File: src/rtl/btn_pkg.sv
// Shared constants and encodings for the push-button conditioner:
// button bit positions, direction command encoding and direction FSM states.
package btn_pkg;

    localparam int NUM_BTNS = 5;

    localparam int BTN_C = 0;
    localparam int BTN_U = 1;
    localparam int BTN_R = 2;
    localparam int BTN_L = 3;
    localparam int BTN_D = 4;

    typedef enum logic [2:0] {
        DIR_NONE  = 3'd0,
        DIR_UP    = 3'd1,
        DIR_RIGHT = 3'd2,
        DIR_LEFT  = 3'd3,
        DIR_DOWN  = 3'd4
    } dir_t;

    typedef enum logic [1:0] {
        ST_IDLE    = 2'd0,
        ST_STOPPED = 2'd1,
        ST_MOVING  = 2'd2
    } state_t;

    // Highest-priority direction among simultaneous presses (U > R > L > D).
    function automatic dir_t pickDir(input logic [NUM_BTNS-1:0] press);
        dir_t d;
        d = DIR_NONE;
        if (press[BTN_U])      d = DIR_UP;
        else if (press[BTN_R]) d = DIR_RIGHT;
        else if (press[BTN_L]) d = DIR_LEFT;
        else if (press[BTN_D]) d = DIR_DOWN;
        return d;
    endfunction

endpackage

File: src/rtl/btn_conditioner_if.sv
// Bundle of raw buttons, the stop request and all conditioned outputs
// exchanged between the button conditioner and its surroundings.
interface btn_conditioner_if;
    import btn_pkg::*;

    logic       btnC;
    logic       btnU;
    logic       btnR;
    logic       btnL;
    logic       btnD;
    logic       stop;
    logic [4:0] btn_level;
    logic [4:0] btn_press;
    logic [4:0] btn_release;
    logic       armed;
    logic       centre_req;
    dir_t       dir_cmd;

    modport master (
        output btnC, btnU, btnR, btnL, btnD, stop,
        input  btn_level, btn_press, btn_release, armed, centre_req, dir_cmd
    );

    modport slave (
        input  btnC, btnU, btnR, btnL, btnD, stop,
        output btn_level, btn_press, btn_release, armed, centre_req, dir_cmd
    );
endinterface

File: src/rtl/btn_debounce.sv
// One button: multi-flop synchroniser, stability counter and
// one-cycle rise/fall pulses coincident with the accepted level change.
module btn_debounce #(
    parameter int DEBOUNCE_CYCLES = 2_000_000,
    parameter int SYNC_STAGES     = 2
) (
    input  logic clk,
    input  logic reset,
    input  logic btnRaw,
    output logic level,
    output logic rise,
    output logic fall
);

    localparam int CW = $clog2(DEBOUNCE_CYCLES + 1);
    localparam logic [CW-1:0] LAST_COUNT = CW'(DEBOUNCE_CYCLES - 1);

    logic [SYNC_STAGES-1:0] syncReg;
    logic [CW-1:0]          countReg;
    logic                   levelReg;
    logic                   riseReg;
    logic                   fallReg;
    logic                   sample;

    assign sample = syncReg[SYNC_STAGES-1];

    always_ff @(posedge clk) begin
        if (reset) begin
            syncReg  <= '0;
            countReg <= '0;
            levelReg <= 1'b0;
            riseReg  <= 1'b0;
            fallReg  <= 1'b0;
        end else begin
            syncReg <= {syncReg[SYNC_STAGES-2:0], btnRaw};
            riseReg <= 1'b0;
            fallReg <= 1'b0;
            if (sample == levelReg) begin
                countReg <= '0;
            end else if (countReg == LAST_COUNT) begin
                // This sample completes the stable run: accept it now.
                countReg <= '0;
                levelReg <= sample;
                riseReg  <= sample;
                fallReg  <= ~sample;
            end else begin
                countReg <= countReg + CW'(1);
            end
        end
    end

    assign level = levelReg;
    assign rise  = riseReg;
    assign fall  = fallReg;

endmodule

File: src/rtl/btn_conditioner.sv
// Debounces the five board buttons and turns presses into a latched
// movement direction plus centre requests for the player-movement logic.
module btn_conditioner
    import btn_pkg::*;
#(
    parameter int DEBOUNCE_CYCLES = 2_000_000,
    parameter int SYNC_STAGES     = 2
) (
    input  logic clk,
    input  logic reset,
    btn_conditioner_if.slave bus
);

    logic [NUM_BTNS-1:0] rawBtns;
    logic [NUM_BTNS-1:0] levelVec;
    logic [NUM_BTNS-1:0] pressVec;
    logic [NUM_BTNS-1:0] releaseVec;

    assign rawBtns = {bus.btnD, bus.btnL, bus.btnR, bus.btnU, bus.btnC};

    generate
        for (genvar gi = 0; gi < NUM_BTNS; gi++) begin : g_deb
            btn_debounce #(
                .DEBOUNCE_CYCLES(DEBOUNCE_CYCLES),
                .SYNC_STAGES    (SYNC_STAGES)
            ) uDebounce (
                .clk   (clk),
                .reset (reset),
                .btnRaw(rawBtns[gi]),
                .level (levelVec[gi]),
                .rise  (pressVec[gi]),
                .fall  (releaseVec[gi])
            );
        end
    endgenerate

    state_t stateReg, stateNext;
    dir_t   dirReg, dirNext;
    logic   centreReg, centreNext;
    dir_t   pressedDir;

    assign pressedDir = pickDir(pressVec);

    always_ff @(posedge clk) begin
        if (reset) begin
            stateReg  <= ST_IDLE;
            dirReg    <= DIR_NONE;
            centreReg <= 1'b0;
        end else begin
            stateReg  <= stateNext;
            dirReg    <= dirNext;
            centreReg <= centreNext;
        end
    end

    always_comb begin
        stateNext  = stateReg;
        dirNext    = dirReg;
        centreNext = 1'b0;
        case (stateReg)
            ST_IDLE: begin
                if (pressVec[BTN_C]) begin
                    stateNext  = ST_STOPPED;
                    centreNext = 1'b1;
                end
            end
            ST_STOPPED: begin
                if (pressVec[BTN_C]) begin
                    centreNext = 1'b1;
                end else if (pressedDir != DIR_NONE) begin
                    stateNext = ST_MOVING;
                    dirNext   = pressedDir;
                end
            end
            ST_MOVING: begin
                // A fresh direction beats a coincident stop; downstream re-asserts stop if still blocked.
                if (pressedDir != DIR_NONE) begin
                    dirNext = pressedDir;
                end else if (bus.stop) begin
                    stateNext = ST_STOPPED;
                    dirNext   = DIR_NONE;
                end
            end
            default: begin
                stateNext = ST_IDLE;
                dirNext   = DIR_NONE;
            end
        endcase
    end

    assign bus.btn_level   = levelVec;
    assign bus.btn_press   = pressVec;
    assign bus.btn_release = releaseVec;
    assign bus.armed       = (stateReg != ST_IDLE);
    assign bus.centre_req  = centreReg;
    assign bus.dir_cmd     = dirReg;

endmodule

File: src/flat_wrapper.sv
// flat-port wrapper written by rule: the top's interface ports become plain ports
module btn_conditioner_flat import btn_pkg::*;
#(
    parameter int DEBOUNCE_CYCLES = 2_000_000,
    parameter int SYNC_STAGES     = 2
)
  (clk, reset, bus_btnC, bus_btnU, bus_btnR, bus_btnL, bus_btnD, bus_stop, bus_btn_level, bus_btn_press, bus_btn_release, bus_armed, bus_centre_req, bus_dir_cmd);
  btn_conditioner_if bus_i ();
  input  logic clk;
  input  logic reset;
  input wire logic [$bits(bus_i.btnC)-1:0] bus_btnC;
  input wire logic [$bits(bus_i.btnU)-1:0] bus_btnU;
  input wire logic [$bits(bus_i.btnR)-1:0] bus_btnR;
  input wire logic [$bits(bus_i.btnL)-1:0] bus_btnL;
  input wire logic [$bits(bus_i.btnD)-1:0] bus_btnD;
  input wire logic [$bits(bus_i.stop)-1:0] bus_stop;
  output wire logic [$bits(bus_i.btn_level)-1:0] bus_btn_level;
  output wire logic [$bits(bus_i.btn_press)-1:0] bus_btn_press;
  output wire logic [$bits(bus_i.btn_release)-1:0] bus_btn_release;
  output wire logic [$bits(bus_i.armed)-1:0] bus_armed;
  output wire logic [$bits(bus_i.centre_req)-1:0] bus_centre_req;
  output wire logic [$bits(bus_i.dir_cmd)-1:0] bus_dir_cmd;
  assign bus_i.btnC = bus_btnC;
  assign bus_i.btnU = bus_btnU;
  assign bus_i.btnR = bus_btnR;
  assign bus_i.btnL = bus_btnL;
  assign bus_i.btnD = bus_btnD;
  assign bus_i.stop = bus_stop;
  assign bus_btn_level = bus_i.btn_level;
  assign bus_btn_press = bus_i.btn_press;
  assign bus_btn_release = bus_i.btn_release;
  assign bus_armed = bus_i.armed;
  assign bus_centre_req = bus_i.centre_req;
  assign bus_dir_cmd = bus_i.dir_cmd;
  btn_conditioner #(.DEBOUNCE_CYCLES(DEBOUNCE_CYCLES), .SYNC_STAGES(SYNC_STAGES)) u_core (.clk(clk), .reset(reset), .bus(bus_i));
endmodule
File: config.mk
export PLATFORM = sky130hd
export DESIGN_NAME = btn_conditioner_flat
export DESIGN_NICKNAME = d
export VERILOG_FILES = /design/src/rtl/btn_pkg.sv /design/src/rtl/btn_conditioner_if.sv /design/src/rtl/btn_debounce.sv /design/src/rtl/btn_conditioner.sv /design/src/flat_wrapper.sv
export SDC_FILE = /design/constraint.sdc
export NUM_CORES = 1
export LEC_CHECK = 0
export ABC_CLOCK_PERIOD_IN_PS = 5000
export BUFFER_PORTS_ARGS = -buffer_cell sky130_fd_sc_hd__buf_4
export CORE_ASPECT_RATIO = 0.8
export CORE_MARGIN = 1.5
export CORE_UTILIZATION = 30
export DETAILED_ROUTE_END_ITERATION = 10
export GPL_TIMING_DRIVEN = 0
export PLACE_DENSITY_LB_ADDON = 0.05
export SYNTH_ARGS = -nofsm -noshare
export SYNTH_HDL_FRONTEND = slang
export SYNTH_HIERARCHICAL = 1
export SYNTH_SLANG_ARGS = --single-unit
File: constraint.sdc
create_clock -name clk -period 5 [get_ports clk]
set_clock_uncertainty 0.15 [all_clocks]
set_input_delay 0.5 -clock clk [delete_from_list [all_inputs] [get_ports clk]]
set_output_delay 0.5 -clock clk [all_outputs]
set_load 0.02 [all_outputs]
# Word-level counts from Yosys, hierarchy flattened
# Index checks and enable logic that the tools add are counted.
# word_totals
register_bits,136
latchBits,0
mem_bits_rw,0
mem_bits_ro,0
input_bits,8
output_inout_bits,20
elab_cells,106
n_memories,0
# op_classes
add_sub_neg,5
multipliers,0
div,0
order_cmp,0
eq_ne,18
shift,0
muxes,16
bitwise,17
reduce_logical,22
# op_table
operator,n
adder 21 x 1 -> 21 bit (second input constant),5
== test 21 bit (second input constant),5
OR reduction 3 bit,10
two-way mux 3 bit,8
inverter 1 bit,17
two-way mux 2 bit,5
AND reduction 2 bit,5
one-hot mux 3 bit (3 select lines),1
inequality test 2 bit (second input constant),4
one-hot mux 2 bit (3 select lines),1
== test 1 bit,5
AND reduction 5 bit,1
AND reduction 4 bit,1
OR reduction 2 bit,2
inequality test 3 x 2 -> 1 bit (second input constant),1
nonzero test 3 bit,1
== test 2 x 1 -> 1 bit (second input constant),1
== test 2 bit (second input constant),1
zero test 2 bit,1
inequality test 2 x 1 -> 1 bit (second input constant),1
nonzero test 2 bit,1
two-way mux 1 bit,1

# Logic depth before layout (Yosys ltp)
# Gate-level depths: netlist (run 1).
# logic_depth
word_depth,8
depth_mapped,6
ltp_nobuf,6

# Cells and area by module
# Netlist (run 1), hierarchy kept.
# modules_own_cells
mod,instances,cells_per_inst,area_per_inst_um2,seq_area_each_um2
btn_debounce (u_core.g_deb[0].uDebounce ...),4,126,1133.6,520.5
btn_debounce (u_core.g_deb[4].uDebounce),1,124,1127.3,520.5
btn_conditioner,1,45,377.9,120.1

# Worst setup path before layout (run 1)
# No wires, ideal clock.
# synth_path
kind,register to register
from,register u_core.g_deb[4].uDebounce.countReg[0]
to,register u_core.g_deb[4].uDebounce.countReg[20]
setup_ns,0.070
arrival_time_ns,1.861
t_required_ns,4.780
setup_slack_ns,2.920
stages_incl_launch_ff,7
n_path_buf,1
synth_period_minus_slack_ns,2.080
path_cell_list,dfxtp_1 > ha_1 > nand2_1 > or4_1 > clkbuf_1 > or4_1 > a21oi_1
# synth_between
elab_chain_cells,2
elab_cells_between_ends,3
cone_classes,1 x add/sub; 1 x eq/ne; 1 x reduce/logical
# synth_rtl
element,line,rtl
from (decl),btn_debounce.sv:19,logic [CW-1:0] countReg;
from (signal assigned),btn_debounce.sv:47,countReg <= countReg + CW'(1);
branches (longest 2 deep; another with adder 21 x 1 -> 21 bit),-,
# Several ways; the timed one is not identified.
# A chain may end at the register's enable or synchronous reset.

# Worst setup path after layout (run 1)
# layout_path
from,register u_core.g_deb[4].uDebounce.countReg[0]
to,register u_core.g_deb[4].uDebounce.countReg[2]
# The elaborated chain is that of the path after synthesis.

==> metrics.md, run 1 <==
| Metric | Value |
|---|---|
| CP max FO | 10 |
| Reg-to-reg startpoint | u_core/g_deb[4].uDebounce/countReg[0] |
| Setup TNS | 0 ns |
| First-pass GRT wire length | 22.7 mm |
| Num CTS Buffers | 17 |
| Crit path DAT | 2.56 ns |
| DIE HEIGHT | 130 microns |
| Gr ovfl total | 0 |
| Beginning of the worst hold path | bus_btnL |
| Actual slew at the worst max-slew pin | 0.527 ns |
| Post-CTS Setup Bufs | 0 |
| Crit path depth | 6 |
| Leak | 2.18 nW |
| Antenna violations before repair | 0 |
| Root buf cell | clkbuf_16 |
| Hold Violations, Final | 0 |
| Mean post-synth cell area | 8.97 sq um |
| Final Cycle Share | 48.4% |
| Max-slew violation count | 0 |
| # hold bufs at CTS | 0 |
| Initial core utilization | 30.5% |
| Post-CTS Resized | 0 |
| Routed vias | 4805 |
| Fmax | 413 MHz |
| Fill count | 2026 |
| CP startpoint | u_core/g_deb[4].uDebounce/countReg[0] |
| Synth cell types | 42 |
| CP Class | reg2reg |
| Buffers on Ports | 27 |
| Fin area | 0.00715 sq mm |
| # DRC | 0 |
| Storage cell area | 0.00272 sq mm |
| Fin crit period | 2.42 ns |
| Synth Cell Area | 0.00604 sq mm |
| Final design utilization | 36.1% |
| CTS tree | done |
| CTS H-Tree Depth | 4 |
| Worst EP required | 5.15 ns |
| Setup violators final | 0 |
| DR WL/cell | 13.3 microns |
| Main synth FF type | dfxtp_1 |
| Sequential fraction of the synthesis area | 45.1% |
| Fraction of registers with async set/reset | 0% |
| Total GRT Usage | 13.8% |
| Core area | 0.0198 sq mm |
| Worst rel slew slack | 64.6% |
| DP Area | 0.00657 sq mm |
| Initial DRC count | 164 |
| Drt pass-1 iters | 4 |
| Largest net degree at the start of global routing | 39 |
| RePlAce Congestion | 0.724 |
| Syn-to-layout area delta | 18.4% |
| Vias per cell | 4.82 |
| Total power per unit cell area | 346 mW/mm^2 |
| Startpoint class of the critical path | flop |
| Delay-heaviest family, CP | simple AND/OR/NAND/NOR gates |
| Final Net Count | 736 |
| Hold depth | 2 |
| Max cap viols | 0 |
| Hpwl dp | 9.34 mm |
| Clock transition at path regs | 0.06 ns |
| Synthesized Nets | 690 |
| Deepest clock path buffer count | 2 |
| Die area | 0.0210 sq mm |
| CP bufs+invs | 1 |
| Hold crit path type | in2reg |
| Max VDD drop | 0.125 mV |
| Row count | 46 |
| IO Count | 28 |
| Worst-Skew Late Latency | 0.42 ns |
| RSZ-0062 raised after global routing | no |
| Die W | 162 microns |
| Multi-input gate area | 0.00311 sq mm |
| Status | finished clean |
| Crit path max-delay cell type | or4_4 |
| R2R depth | 6 |
| Share of layout cells above drive strength 1 | 13.8% |
| Antenna cells | 0 |
| Final wirelength | 13.3 mm |
| Pre-CTS setup slack | 2.59 ns |
| Worst setup margin | 2.58 ns |
| Synth Instances | 673 |
| CP Capture Type | flop |
| #FFs+latches synth | 136 |
| Vias in the first global route | 4541 |
| Final antenna-violating net count | 0 |
| Post-synth EDFFs | 0 |
| Crit path cell chain | ha_1, nand2_1, or4_4, o21ai_4, buf_2, nor2_1 |
| CP peak stage delay | 0.58 ns |
| Yosys warnings | 6 |
| Sink Count | 136 |
worst paths after layout:
kind,endpoint,slack [ns]
setup / recovery,u_core/g_deb[4].uDebounce/countReg[2],2.58
hold / removal,u_core/g_deb[3].uDebounce/syncReg[0],0.15
setup reg to reg,u_core/g_deb[4].uDebounce/countReg[2],2.58
hold reg to reg,u_core/g_deb[0].uDebounce/syncReg[1],0.28
flip-flops by register name (all words and copies together) (netlist names):
signal	count
u_core/bus.dir_cmd	3
u_core/g_deb.uDebounce/rise	5
u_core/g_deb.uDebounce/countReg	105
u_core/g_deb.uDebounce/fall	5
u_core/g_deb.uDebounce/syncReg	10
u_core/bus.centre_req	1
u_core/stateReg	2
u_core/g_deb.uDebounce/level	5
routing by layer:
| layer | vias to the layer above | global-route usage, % | wire length (microns) | part of all wire (%) |
|---|---|---|---|---|
| li1 | 2477 | - | - | - |
| met1 | 2264 | 18.9 | 6800 | 51 |
| met2 | 49 | 20.8 | 5850 | 44 |
| met3 | 15 | 3.24 | 419 | 3.2 |
| met4 | 0 | 5.99 | 184 | 1.4 |
| met5 | - | 0 | 0 | 0 |
Yosys cell counts, types with 9 or more instances:
cell      number  share of area, %
or3_1         18               1.9
nand2b_1       9              0.93
inv_1         24               1.5
nand2_1       29               1.8
and3_1        13               1.3
or4_1         17               2.1
nor2_1        95               5.9
nor2b_1       13               1.3
nand4_1       16               1.7
nor3_1        26               2.2
o21ai_0       20               1.7
xnor2_1       52               7.5
xor2_1        17               2.5
a21oi_1       36               3.0
o31ai_1       15               1.9
dfxtp_1      136                45
nor4_1        16               1.7
ha_1           9               1.9
nand3_1       42               3.5
metrics by stage:
| step | hold slack (ns) | instances | total power, W |
|---|---|---|---|
| 6_report | 0.151 | 996 | 0.00247 |
| 5_1_grt | 0.149 | 996 | 0.00260 |
| 4_1_cts | 0.127 | 996 | 0.00252 |
| 3_5_place_dp | 0.276 | 964 | 0.00128 |
| 3_3_place_gp | 0.269 | 964 | 0.00128 |
| 2_1_floorplan | 0.264 | 673 | 0.00123 |
where the power goes:
group	total (W)	leakage (nW)	switching (W)	internal [W]
clock	0.00122	0.285	0.000460	0.000760
sequential	0.00111	1.10	0.0000104	0.00110
combinational	0.000146	0.801	0.0000859	0.0000596
total	0.00247	2.18	0.000556	0.00192
cell families (layout without fill, tap and decap cells):
family,count (synthesis),after routing,share of synthesized area (%)
AO/OA/AOI/OAI,81,81,8.04
XOR/XNOR,69,69,10.0
multiplexers,4,4,0.725
AND/OR/NAND/NOR,335,335,30.8
buffers and inverters,39,98,3.46
flip-flops,136,136,45.1
adder cells (fa/ha/maj),9,9,1.86
final cells by class:
type / count / area share, %
multi-input combinational: 498 / 43.4
sequential: 136 / 38.1
clock buffer: 25 / 7.21
tap: 264 / 4.62
timing repair buffer: 27 / 2.83
buffer: 15 / 1.66
inverter: 24 / 1.26
clock inverter: 7 / 0.910
cell usage in the layout, fill, tap and decap left out, types with 20 or more instances in the layout:
cell,Yosys,final
buf_4,0,27
nor2_1,95,95
o21ai_0,20,20
nand2_1,29,29
inv_1,24,24
nand3_1,42,42
a21oi_1,36,36
xnor2_1,52,52
nor3_1,26,26
dfxtp_1,136,136
Note: power is estimated with default switching activity, not from simulation.
==> run 2, diff against run 1 <==
- ABC_CLOCK_PERIOD_IN_PS: 5000 -> 2060
- clock period: 5 -> 2.06 ns (I/O delays scaled with it)
==> metrics.md, run 2 (same netlist as run 1, synthesis figures left out) <==
| Metric | Value |
|---|---|
| Crit path max-delay cell type | or4_4 |
| Vias in the first global route | 4660 (+2.6%) |
| Largest net degree at the start of global routing | 39 (unchanged) |
| Num CTS Buffers | 17 (unchanged) |
| Most common cell after layout, fill and taps aside | dfxtp_1 |
| Crit path DAT | 2.26 ns (-0.30 ns) |
| Final Cycle Share | 102% (+54 points) |
| Total GRT Usage | 14.1% (+0.27 points) |
| Hpwl dp | 9.32 mm (-0.18%) |
| Max cap viols | 0 (unchanged) |
| Most flops, register | u_core/g_deb.uDebounce/countReg |
| Antenna violations before repair | 0 (unchanged) |
| Pre-CTS setup slack | -0.258 ns (-2.84 ns) |
| Fin crit period | 2.10 ns (-0.314 ns) |
| Final wirelength | 14.1 mm (+6.6%) |
| Worst rel slew slack | 64.5% (-0.069 points) |
| CTS tree | done |
| CTS H-Tree Depth | 4 (unchanged) |
| Sink Count | 136 (unchanged) |
| Deepest clock path buffer count | 2 (unchanged) |
| Beginning of the worst hold path | reset |
| Setup violators final | 64 (+64) |
| Delay-heaviest family, CP | simple AND/OR/NAND/NOR gates |
| Row count | 46 (unchanged) |
| Storage cell area | 0.00278 sq mm (+2.1%) |
| Max-slew violation count | 0 (unchanged) |
| GRT met3 Usage | 3.27% (+0.032 points) |
| Worst setup margin | -0.0444 ns (-2.63 ns) |
| Status | finished with violations |
| Hold depth | 2 (unchanged) |
| Worst-Skew Late Latency | 0.42 ns (about the same) |
| DP Area | 0.00658 sq mm (about the same) |
| Most frequent cells in the layout | dfxtp_1, nor2_1, xnor2_1 |
| Actual slew at the worst max-slew pin | 0.528 ns (+0.00102 ns) |
| Fill count | 2002 (-1.2%) |
| Max VDD drop | 0.414 mV (+230%) |
| Syn-to-layout area delta | 27.7% |
| Leak | 2.34 nW (+7.3%) |
| Core area | 0.0198 sq mm (unchanged) |
| Hold endpoint | u_core/g_deb[4].uDebounce/syncReg[0] |
| Routed vias | 4925 (+2.5%) |
| Violated checks | setup timing |
| Drt pass-1 iters | 4 (unchanged) |
| Most Crowded Layer GR | met2 |
| # DRC | 0 (unchanged) |
| RePlAce Congestion | 0.766 (+5.8%) |
| Buffers on Ports | 27 (unchanged) |
| CP Capture Type | flop |
| DR WL/cell | 13.8 microns (+3.8%) |
| Root buf cell | clkbuf_16 |
| Worst EP required | 2.22 ns (-2.93 ns) |
| CP peak stage delay | 0.55 ns (-0.03 ns) |
| Reg-to-reg startpoint | u_core/g_deb[3].uDebounce/countReg[14] |
| Fmax | 475 MHz (+15%) |
| Biggest regs | u_core/g_deb.uDebounce/countReg (105), u_core/g_deb.uDebounce/syncReg (10) |
| Global-route met1 utilization | 19.6% (+0.68 points) |
| Die area | 0.0210 sq mm (unchanged) |
| Hold crit path type | in2reg |
| Share of layout cells above drive strength 1 | 29.0% (+15 points) |
| DIE HEIGHT | 130 microns (unchanged) |
| Crit Reg-Reg Endpoint | u_core/g_deb[3].uDebounce/countReg[9] |
| Multi-input gate area | 0.00338 sq mm (+8.9%) |
| Die W | 162 microns (unchanged) |
| Crit path cell chain | or3b_2, or4_4, o21ai_4, buf_6, nor2_1 |
| RSZ-0062 raised after global routing | yes |
| Vias per cell | 4.81 (-0.21%) |
| Hold slack | 0.0564 ns (-0.0949 ns) |
| CP Class | reg2reg |
| Hold Violations, Final | 0 (unchanged) |
| Final antenna-violating net count | 0 (unchanged) |
| Final Net Count | 763 (+3.7%) |
| Clock transition at path regs | 0.06 ns (about the same) |
| Gr ovfl total | 0 (unchanged) |
| Initial core utilization | 30.5% (unchanged) |
| Total power per unit cell area | 757 mW/mm^2 (+120%) |
| Setup TNS | -1.46 ns (-1.46 ns) |
| CP max FO | 5 (-5) |
| Fin area | 0.00771 sq mm (+7.9%) |
| Max FFs per register | 105 (unchanged) |
| Register-to-register setup slack | -0.04 ns (-2.63 ns) |
| IO Count | 28 (unchanged) |
| Initial DRC count | 191 (+16%) |
| Grt met2 use | 20.8% (+0.025 points) |
| Antenna cells | 0 (unchanged) |
| CP bufs+invs | 1 (unchanged) |
| First-pass GRT wire length | 23.2 mm (+2.2%) |
| Startpoint class of the critical path | flop |
| R2R depth | 5 (-1) |
==> run 2: timing repair <==
action,4_1_cts,5_1_grt
gates cloned,6,1
setup buffers,7,10
hold buffers,5,0
pin swaps,31,15
endpoints found under the hold margin,5,0
endpoints found under the setup margin,103,103
gates resized for setup,58,77
==> run 2: report_power, final <==
group / leakage, nW / switching, W / internal, W
Clock: 0.255 / 0.00121 / 0.00157
Sequential: 1.11 / 0.0000255 / 0.00265
Combinational: 0.974 / 0.000222 / 0.000160
Total: 2.34 / 0.00146 / 0.00438
==> run 2: cell type report <==
type | instances | share of cell area (%)
Clock buffer | 18 | 5.69
Timing Repair Buffer | 56 | 6.10
Buffer | 13 | 1.54
Inverter | 24 | 1.17
Multi-Input combinational cell | 498 | 43.9
Tap cell | 264 | 4.28
Clock inverter | 14 | 1.31
Sequential cell | 136 | 36.0
==> run 2: worst max path at each step <==
stage / from / end / slack, ns / cells after the start
floorplan: u_core/g_deb[4].uDebounce/countReg[0] / u_core/g_deb[4].uDebounce/countReg[20] / 0.002 / 6
global route: u_core/g_deb[2].uDebounce/countReg[12] / u_core/g_deb[2].uDebounce/countReg[3] / -0.10 / 5
finish: u_core/g_deb[3].uDebounce/countReg[14] / u_core/g_deb[3].uDebounce/countReg[9] / -0.04 / 5
detailed placement: u_core/g_deb[4].uDebounce/countReg[0] / u_core/g_deb[4].uDebounce/countReg[2] / -0.26 / 6
CTS: u_core/g_deb[2].uDebounce/countReg[12] / u_core/g_deb[2].uDebounce/countReg[9] / -0.05 / 5
global placement: u_core/g_deb[4].uDebounce/countReg[0] / u_core/g_deb[4].uDebounce/countReg[3] / -0.24 / 6
==> run 2: per-layer routing <==
layer,vias up,share of wire [%],wire [microns]
met2,43,43,6070
met4,0,1.6,228
met1,2325,53,7540
met3,12,2.1,299
met5,-,0,0
li1,2545,-,-
==> run 2: per-stage QoR <==
stage / util (%) / std cells / power [W]
floorplan: - / 673 / 0.00299
global placement: 33.2 / 964 / 0.00310
detailed placement: 33.2 / 964 / 0.00310
CTS: 37.5 / 1013 / 0.00595
global route: 39.0 / 1023 / 0.00611
finish: 39.0 / 1023 / 0.00584
